--- src/rtl/scan_chain_sched.sv ---
// Round-robin scheduler that lends the single scan engine to NREQ requesters and gates the DUT clock around each scan.
// Optional watchdog on the STOP/RUN/RESUME waits is enabled by defining SCAN_SCHED_TIMEOUT_EN.
module scan_chain_sched #(
  parameter int unsigned NREQ   = 2,
  parameter int unsigned LEN_W  = 16,
  parameter int unsigned SETTLE = 4,
  parameter int unsigned TMO_W  = 20
) (
  input  logic                  aclk,
  input  logic                  aresetn,
  input  logic [NREQ-1:0]       req,
  input  logic [NREQ*LEN_W-1:0] req_len,
  output logic [NREQ-1:0]       gnt,
  output logic [NREQ-1:0]       req_done,
  output logic [NREQ-1:0]       req_err,
  output logic                  dut_clk_stop,
  input  logic                  dut_clk_stopped,
  output logic                  scan_start,
  output logic [LEN_W-1:0]      scan_length,
  input  logic                  scan_done,
  output logic                  busy,
  output logic [2:0]            state_dbg
);

  localparam int unsigned PW = (NREQ > 1) ? $clog2(NREQ) : 1;
  localparam int unsigned SW = (SETTLE > 1) ? $clog2(SETTLE) : 1;

  // Handshakes: req is a level held by the requester until its req_done pulse, and gnt marks
  // ownership for the whole transaction; dut_clk_stop/dut_clk_stopped is a four-phase
  // request/acknowledge; scan_start and scan_done are single-cycle pulses.
  typedef enum logic [2:0] {
    S_IDLE, S_ARB, S_STOP, S_SETTLE, S_START, S_RUN, S_RESUME, S_CPL
  } state_t;

  state_t           state_q, state_d;
  logic [PW-1:0]    ptr_q, winner_q, arb_idx;
  logic             arb_found;
  logic [SW-1:0]    cnt_q, cnt_d;
  logic [LEN_W-1:0] len_q, sel_len;
  logic [NREQ-1:0]  win_oh;

`ifdef SCAN_SCHED_TIMEOUT_EN
  logic [TMO_W-1:0] tmo_q, tmo_d;
  logic             err_q, err_d;
`endif

  // Scan from NREQ-1 down to 0 so the lowest offset from the pointer is written last and wins.
  always_comb begin
    int k;
    arb_found = 1'b0;
    arb_idx   = '0;
    k         = 0;
    for (int i = int'(NREQ) - 1; i >= 0; i--) begin
      k = int'(ptr_q) + i;
      if (k >= int'(NREQ)) k = k - int'(NREQ);
      if (req[k[PW-1:0]]) begin
        arb_found = 1'b1;
        arb_idx   = k[PW-1:0];
      end
    end
  end

  assign sel_len = req_len[arb_idx*LEN_W +: LEN_W];

  always_comb begin
    state_d = state_q;
    cnt_d   = cnt_q;
    case (state_q)
      S_IDLE:   if (|req) state_d = S_ARB;
      S_ARB: begin
        if (!arb_found)           state_d = S_IDLE;
        else if (sel_len == '0)   state_d = S_CPL;
        else                      state_d = S_STOP;
      end
      S_STOP: begin
        if (dut_clk_stopped) begin
          state_d = S_SETTLE;
          cnt_d   = SW'(SETTLE - 1);
        end
      end
      S_SETTLE: begin
        if (cnt_q == '0) state_d = S_START;
        else             cnt_d   = cnt_q - 1'b1;
      end
      S_START:  state_d = S_RUN;
      S_RUN:    if (scan_done) state_d = S_RESUME;
      S_RESUME: if (!dut_clk_stopped) state_d = S_CPL;
      S_CPL:    state_d = S_IDLE;
      default:  state_d = S_IDLE;
    endcase
`ifdef SCAN_SCHED_TIMEOUT_EN
    // A stuck wait always releases the DUT clock via RESUME before completing with an error.
    err_d = (state_q == S_ARB) ? 1'b0 : err_q;
    if (&tmo_q && state_d == state_q) begin
      if (state_q == S_STOP || state_q == S_RUN) begin
        state_d = S_RESUME;
        err_d   = 1'b1;
      end else if (state_q == S_RESUME) begin
        state_d = S_CPL;
        err_d   = 1'b1;
      end
    end
    if (state_d != state_q)                                tmo_d = '0;
    else if (state_q inside {S_STOP, S_RUN, S_RESUME})    tmo_d = tmo_q + 1'b1;
    else                                                   tmo_d = tmo_q;
`endif
  end

  always_ff @(posedge aclk or posedge aresetn) begin
    if (aresetn) begin
      state_q  <= S_IDLE;
      cnt_q    <= '0;
      ptr_q    <= '0;
      winner_q <= '0;
      len_q    <= '0;
    end else begin
      state_q <= state_d;
      cnt_q   <= cnt_d;
      if (state_q == S_ARB && arb_found) begin
        winner_q <= arb_idx;
        ptr_q    <= (arb_idx == PW'(NREQ - 1)) ? '0 : arb_idx + 1'b1;
        len_q    <= sel_len;
      end
    end
  end

  assign win_oh       = NREQ'(1) << winner_q;
  assign gnt          = (state_q inside {S_IDLE, S_ARB}) ? '0 : win_oh;
  assign req_done     = (state_q == S_CPL) ? win_oh : '0;
  assign dut_clk_stop = state_q inside {S_STOP, S_SETTLE, S_START, S_RUN};
  assign scan_start   = (state_q == S_START);
  assign scan_length  = len_q;
  assign busy         = (state_q != S_IDLE);
  assign state_dbg    = state_q;

`ifdef SCAN_SCHED_TIMEOUT_EN
  always_ff @(posedge aclk or posedge aresetn) begin
    if (aresetn) begin
      tmo_q <= '0;
      err_q <= 1'b0;
    end else begin
      tmo_q <= tmo_d;
      err_q <= err_d;
    end
  end

  assign req_err = (state_q == S_CPL && err_q) ? win_oh : '0;
`else
  // TMO_W is always >= 1, so this is constant zero; it keeps one parameter list for both builds.
  assign req_err = {NREQ{TMO_W == 0}};
`endif

endmodule

--- config.mk ---
export PLATFORM = sky130hd
export DESIGN_NAME = scan_chain_sched
export DESIGN_NICKNAME = d
export VERILOG_FILES = /design/src/rtl/scan_chain_sched.sv
export SDC_FILE = /design/constraint.sdc
export NUM_CORES = 1
export LEC_CHECK = 0
export CORE_UTILIZATION = 40
export CTS_CLUSTER_DIAMETER = 100
export DETAILED_ROUTE_END_ITERATION = 10
export PLACE_DENSITY = 0.8
export SYNTH_ARGS = -nofsm -noshare
export SYNTH_HDL_FRONTEND = slang
export SYNTH_SLANG_ARGS = --single-unit
--- constraint.sdc ---
create_clock -name aclk -period 1.6 [get_ports aclk]
set_input_delay 0.24 -clock aclk [delete_from_list [all_inputs] [get_ports aclk]]
set_output_delay 0.24 -clock aclk [all_outputs]
set_load 0.01 [all_outputs]
# Word-level counts from Yosys, hierarchy flattened

Cells that the tools add are included.

Register bits: 23
Input bits: 38
Output and inout port bits: 28
Logic and storage cells: 64

Add/sub/neg operators: 5
Magnitude comparators: 4
Eq/ne operators: 13
Shifts and indexed selects: 2
Muxes and demuxes: 24
Reduce and logical (&&, ||, !) cells: 11

Operators by type and width:

| cell                                                               | number |
|---|---|
| indexed part select 32 x 6 -> 16 bit                               | 1 |
| one-hot mux 3 bit (8 select lines)                                 | 1 |
| 2-to-1 mux 3 bit                                                   | 7 |
| zero test 16 bit                                                   | 1 |
| == test 3 bit (second input constant)                              | 4 |
| != test 2 bit (second input constant)                              | 6 |
| 2-to-1 mux 1 bit                                                   | 11 |
| 2-to-1 mux 2 bit                                                   | 4 |
| == test 3 x 2 -> 1 bit (second input constant)                     | 2 |
| AND reduction 5 bit                                                | 1 |
| < comparator 1 x 2 -> 1 bit (second input constant)                | 2 |
| one-hot mux 2 bit (2 select lines)                                 | 1 |
| nonzero test 2 bit                                                 | 2 |
| nonzero test 4 bit                                                 | 1 |
| == test 3 x 1 -> 1 bit (second input constant)                     | 1 |
| zero test 3 bit                                                    | 1 |
| AND reduction 3 bit                                                | 1 |
| nonzero test 3 bit                                                 | 1 |
| adder 1 x 1 -> 2 bit (second input constant)                       | 1 |
| greater-or-equal comparator 1 x 2 -> 1 bit (second input constant) | 1 |
| greater-or-equal comparator 2 bit (second input constant)          | 1 |
| zero test 2 bit                                                    | 1 |
| OR reduction 2 bit                                                 | 1 |
| << shifter 1 x 1 -> 2 bit (first input constant)                   | 1 |
| 4 further kinds                                                    | 5 |

# Depth between registers and ports, before layout

Gate-level depths: netlist (run 1).

Depth after elaboration: 12
Depth in mapped cells: 7
Depth with buffers taken out: 6

# Worst setup path before layout (run 1)

OpenSTA, ideal clock, no wires.

Path type: register -> register
From: register state_q[0] (netlist: state_dbg[0])
To: register len_q[0] (netlist: scan_length[0])
Arrival time: 1,394 ps
Data required time: 1,467 ps
Setup slack: 73 ps
Stages on the path, launching flop included: 8
Path through: dfrtp_1 -> buf_2 -> o21ai_1 -> or3_1 -> buf_2 -> clkbuf_1 -> nand2_1 -> o21ai_0

Cells in the longest elaborated chain, start to end: 2

Ends and longest elaborated chain:

| item                     | RTL line | source |
|---|---|---|
| start: declaration       | 35       | `state_t state_q, state_d;` |
| start signal: assignment | 117      | `state_q <= state_d;` |
| == test 3 x 1 -> 1 bit   | 119      | `if (state_q == S_ARB && arb_found) begin` |
| logical AND 1 bit        | 119      |  |
| end signal: assignment   | 122      | `len_q <= sel_len;` |
| end: declaration         | 39       | `logic [LEN_W-1:0] len_q, sel_len;` |

Every way passes these cells.
A chain may end at the register's enable or synchronous reset.

# Worst setup path after layout (run 1)

From: register state_q[1] (netlist: state_dbg[1])
To: register len_q[11] (netlist: scan_length[11])

The elaborated chain is that of the path after synthesis.

==> summary.md, run 1 <==
| Metric | Value |
|---|---|
| Status | `finished, violations left` |
| Failing checks | `setup timing` |
| Die ar. | `3527 um2` |
| Net switching power | `1.292 mW` |
| Mapped cell area | `1318 um2` |
| Slew Viols, Final | `0` |
| Peak fanout along the critical path | `16` |
| CP startpoint kind | `flop` |
| CP required | `1.80 ns` |
| Post-route cell area | `2270 um2` |
| Fmax | `0.6140 GHz` |
| Worst setup path class | `flop to flop` |
| Antenna-violating nets left | `0` |
| First drt pass iteration count | `4` |
| Clk buf depth | `2` |
| Sink Count | `23` |
| Synth top area share | `43.68%` |
| Detailed placement HPWL | `2.766 mm` |
| Clk pwr share | `8.0%` |
| Synthesized flop and latch total | `23` |
| Syn_area_per_cell | `9.086 um2` |
| Fin nets | `265` |
| Static leakage | `1.096 nW` |
| Final Skew | `0.002004 ns` |
| GR Util All Layers | `22.10%` |
| Vias in the first global route | `1367` |
| Final period utilization | `101.8%` |
| Commonest cells after routing, fill and taps aside | `clkdlybuf4s50_1, nand2_1, dfrtp_1, mux2i_1, buf_4` |
| Unique masters post-synth | `30` |
| First-pass GRT wire length | `5.885 mm` |
| Arrival @ worst endpoint | `1.83 ns` |
| Internal power | `2.079 mW` |
| Combinational share of power | `60.7%` |
| Root Buffer | `clkbuf_4` |
| Commonest non-fill, non-tap cell in the layout | `clkdlybuf4s50_1` |
| Synth warnings | `0` |
| Cell Pwr Density | `1485 nW/um2` |
| Average wire per standard cell | `14.99 um` |
| Rows | `20` |
| CTS tree | `done` |
| Number of fill cells in the layout | `229` |
| R2r setup slk | `-0.03 ns` |
| Buffers on Ports | `63` |
| Final hold violations | `0` |
| Die height | `59.39 um` |
| Die span in x | `59.39 um` |
| RSZ-0062 raised after global routing | `yes` |
| IO Count | `66` |
| Fin worst setup slack | `-0.02869 ns` |
| Initial antenna violation count | `0` |
| DR vias | `1411` |
| Final setup violation count | `2` |
| Sw frac | `38.32%` |
| # DRC | `0` |
| Multi-input logic area | `730.7 um2` |
| Peak VDD IR | `0.7736 mV` |
| Cells after Synth | `145` |
| Storage element area | `579.3 um2` |
| Via density | `5.245` |
| Setup crit end kind | `flop` |
| 1st-iter DRT viols | `29` |
| Clock Pin Slew Worst Setup and Hold Paths | `0.12 ns` |
| Synth top area cells | `dfrtp_1, mux2i_1, o21ai_0` |
| Area Growth Syn to Fin | `72.27%` |
| Worst min path class | `input port to asynchronous set/reset pin` |
| Yosys top cell by area | `dfrtp_1` |
| Pin count of the biggest net entering global routing | `24` |
| Layout cells sized above 1 | `20.44%` |
| Register area share after synthesis | `43.68%` |
| Min Hold Slack | `0.2532 ns` |
| CTS buffer count | `3` |
| WL final | `4.031 mm` |
| H-Tree Depth | `1` |
| CORE AREA | `3078 um2` |
| Max Cap Viol | `0` |
| Starting density of the core | `42.80%` |
| # diodes | `0` |
| Sequential Power Share | `31.3%` |
| RePlAce Congestion | `0.8265` |
| Total gr overflow | `0` |
| Final min period | `1.629 ns` |
| Insertion delay to the later sink of the worst-skew pair | `0.31 ns` |
| Placed Area | `2108 um2` |
[stage by stage]
stage / utilization [%] / worst slack (ns) / setup TNS [ns] / cells / power (mW)
floorplan: - / 0.07275 / 0 / 146 / 1.908
global placement: 68.50 / -0.2608 / -2.967 / 256 / 2.806
detailed placement: 68.50 / -0.3383 / -3.519 / 256 / 2.899
CTS: 71.10 / -0.1521 / -0.4159 / 266 / 3.255
global route: 73.74 / -0.09668 / -0.2561 / 269 / 3.604
finish: 73.74 / -0.02869 / -0.03920 / 269 / 3.371
[kinds of logic (layout without fill, tap and decap cells)]
group | Yosys count | after routing | synth area share (%)
other | 1 | 2 | 0.2846
flip-flops | 23 | 23 | 43.68
AND/OR/NAND/NOR | 53 | 53 | 20.42
multiplexers | 20 | 20 | 15.29
AO/OA/AOI/OAI | 30 | 30 | 13.30
adder cells (fa/ha/maj) | 1 | 1 | 0.9495
buffers and inverters | 17 | 96 | 6.077
[synth_stat cells]
master    instances
clkbuf_1          4
a21oi_1           2
or4_4             1
conb_1            1
or4_1             3
nor2b_1           2
o22a_1            2
nand3_1           2
nand2b_1          2
nor4_2            2
nor4_1            2
o31ai_1           2
inv_1             6
nand2_1          22
nor3_1            1
nor3b_1           2
o221ai_1          1
o211a_1           1
or3_1             3
o21ai_0          17
o21ai_1           3
buf_2             4
mux2_2            1
mux2i_1          19
a31oi_1           1
dfrtp_1          23
buf_4             3
nor2_1           11
ha_1              1
o21bai_1          1
[routing by layer]
metal,wire length [um],track usage [%]
met1,1636,25.70
met2,2080,40.29
met3,276,5.240
met4,38,5.782
met5,0,0
[final cells by class]
| class | instances | share of cell area [%] |
|---|---|---|
| tap | 44 | 2.426 |
| multi-input combinational | 106 | 32.19 |
| inverter | 6 | 0.9923 |
| clock buffer | 4 | 1.158 |
| timing repair buffer | 86 | 37.71 |
| sequential | 23 | 25.52 |
[what timing repair did]
action,4_1_cts,5_1_grt
setup endpoints to repair,11,22
buffers inserted,6,3
gates resized for setup,18,27
hold buffers,0,0
pin swaps,1,1
[sequential cells by signal (all words and copies together) (netlist names)]
name         cells
winner_q         1
scan_length     16
cnt_q            2
state_dbg        3
ptr_q            1
[power by group through the flow]
| stage | Sequential [mW] | Clock, mW | Combinational (mW) |
|---|---|---|---|
| after floorplan | 1.11 | 0 | 0.802 |
| after global placement | 1.07 | 0 | 1.74 |
| after detailed placement | 1.08 | 0 | 1.82 |
| after CTS | 1.04 | 0.275 | 1.94 |
| after global routing | 1.09 | 0.306 | 2.21 |
| final | 1.06 | 0.269 | 2.05 |
[critical path, cell delays in order (launching register included)]
cell and delay, ns:
dfrtp_2 0.44, buf_4 0.14, buf_4 0.14, or3_4 0.42
buf_6 0.17, nand2_1 0.09, o21ai_0 0.10
[final timing paths]
| path | start | endpoint | cells past startpoint |
|---|---|---|---|
| worst max-delay path | state_dbg[1] | scan_length[11] | 6 |
| worst min register to register | scan_length[2] | scan_length[2] | 2 |
| max in group asynchronous | aresetn | state_dbg[2] | 3 |
| min in group aclk | req_len[23] | scan_length[7] | 3 |
| worst max register to register | state_dbg[1] | scan_length[11] | 6 |
| worst min-delay path | aresetn | scan_length[0] | 3 |
Power figures use the tool's default switching activity.
==> run 2, diff against run 1 <==
Settings changed: CORE_MARGIN from default to 1.5.
==> run 2 against run 1 <==
The flow now finishes without violations. Clock-buffer cell count unchanged. Worst hold slack improved by 0.011 ns. Combinational power decreased by 9%. Cell count decreased by 1.9%. Critical path depth decreased by 2. Global-route usage decreased by 1.8 points. Die area increased by 3.4%. Sequential power about the same. Sequential cell count unchanged.
==> summary.md, run 2 (synthesis results as in run 1) <==
| Metric | Value |
|---|---|
| CP Cell Sequence | `buf_4 > nand3_1 > nor2_1 > clkdlybuf4s15_1` |
| Commonest cells after routing, fill and taps aside | `clkdlybuf4s50_1, nand2_1, dfrtp_1, mux2i_1, buf_4` |
| Cell Pwr Density | `1461 nW/um2` |
| Critical path buffers and inverters | `2` |
| RSZ-0062 raised after global routing | `yes` |
| Slew Viols, Final | `0` |
| Max Cap Viol | `0` |
| Number of fill cells in the layout | `243` |
| CP startpoint kind | `flop` |
| Insertion delay to the later sink of the worst-skew pair | `0.30 ns` |
| CTS tree | `done` |
| GR Util All Layers | `20.34%` |
| Peak fanout along the critical path | `4` |
| Initial antenna violation count | `0` |
| Layout cells sized above 1 | `17.27%` |
| Area Growth Syn to Fin | `65.24%` |
| First drt pass iteration count | `4` |
| Final Skew | `0.003840 ns` |
| Clk buf depth | `2` |
| Root Buffer | `clkbuf_4` |
| Rows | `20` |
| Worst setup path class | `flop to primary output` |
| CP required | `1.36 ns` |
| # DRC | `0` |
| CTS buffer count | `3` |
| Final min period | `1.564 ns` |
| Total gr overflow | `0` |
| Vias in the first global route | `1273` |
| Max reg flops | `16` |
| Power Total | `3.180 mW` |
| DR vias | `1339` |
| Via density | `5.072` |
| Setup crit end kind | `primary output` |
| Worst path max stage delay | `0.44 ns` |
| Pin count of the biggest net entering global routing | `24` |
| Starting density of the core | `42.46%` |
| Static leakage | `1.035 nW` |
| Buffers on Ports | `63` |
| 1st-iter DRT viols | `29` |
| Clock Pin Slew Worst Setup and Hold Paths | `0.12 ns` |
| IO Count | `66` |
| Antenna-violating nets left | `0` |
| Multi-input logic area | `718.2 um2` |
| H-Tree Depth | `1` |
| Detailed placement HPWL | `2.727 mm` |
| Sink Count | `23` |
| Status | `finished, final reports clean` |
| Slowest cell on crit path | `dfrtp_2` |
| Reg2reg start | `state_dbg[2]` |
| Fin util | `70.16%` |
| Fmax | `0.6392 GHz` |
| Commonest non-fill, non-tap cell in the layout | `clkdlybuf4s50_1` |
| CP startpoint | `state_dbg[2]` |
| Worst min path class | `input port to asynchronous set/reset pin` |
| First-pass GRT wire length | `5.589 mm` |
| Final hold violations | `0` |
| Storage element area | `579.3 um2` |
| Final period utilization | `97.78%` |
| # diodes | `0` |
| RePlAce Congestion | `0.7808` |
| Final setup violation count | `0` |
| Cts hold-fix bufs | `0` |
| Average wire per standard cell | `13.45 um` |
| Die span in x | `60.39 um` |
| WL final | `3.551 mm` |
| Fin nets | `260` |
| Arrival @ worst endpoint | `1.32 ns` |
| Die ar. | `3647 um2` |
| Top cell family by delay on the critical path | `flip-flops` |
| Peak VDD IR | `0.7368 mV` |
| CORE AREA | `3103 um2` |
| Die height | `60.39 um` |
## run 2: area by class of cell
cell class / instances / share of cell area (%)
inverter: 6 / 1.034
clock buffer: 4 / 1.207
sequential: 23 / 26.61
timing repair buffer: 81 / 35.63
multi-input combinational: 106 / 32.99
tap: 44 / 2.529
## run 2: what timing repair did
item	4_1_cts	5_1_grt
buffers inserted	6	0
gates cloned	0	0
setup endpoints to repair	10	11
gates resized for setup	15	19
pin swaps	0	4
## run 2: power breakdown
group | internal (mW) | switching (mW)
clock network | 0.0972 | 0.164
registers | 0.858 | 0.189
logic | 1.03 | 0.837
## run 2: worst paths after layout
path	to	slack, ns	cells past startpoint
max	req_done[0]	0.04	4
min	scan_length[7]	0.26	3
min reg2reg	scan_length[4]	0.51	2
max in group asynchronous	state_dbg[0]	1.09	3
max reg2reg	scan_length[9]	0.10	5
min in group aclk	scan_length[10]	0.27	3
## run 2: worst min-delay path, delay by kind of cell
kind | cells | cell delay, ns
buf+inv | 3 | 0.73
## run 2: metal layers
layer | routed length, um | global-route usage, %
met5 | 0 | 0
met4 | 23 | 7.302
met3 | 282 | 4.478
met2 | 1705 | 33.54
met1 | 1539 | 26.39
## run 2: per-stage QoR
| stage | worst slack (ns) | instances | setup TNS (ns) | instance area (um2) | hold slack, ns |
|---|---|---|---|---|---|
| after CTS | -0.001705 | 264 | -0.001705 | 2128 | 0.2716 |
| after global routing | -0.02976 | 264 | -0.1031 | 2177 | 0.2713 |
| after global placement | -0.2504 | 254 | -3.160 | 2056 | 0.4657 |
| final | 0.03556 | 264 | 0 | 2177 | 0.2638 |
| after detailed placement | -0.2859 | 254 | -3.414 | 2056 | 0.4778 |
| after floorplan | 0.07275 | 146 | 0 | 1321 | 0.2419 |
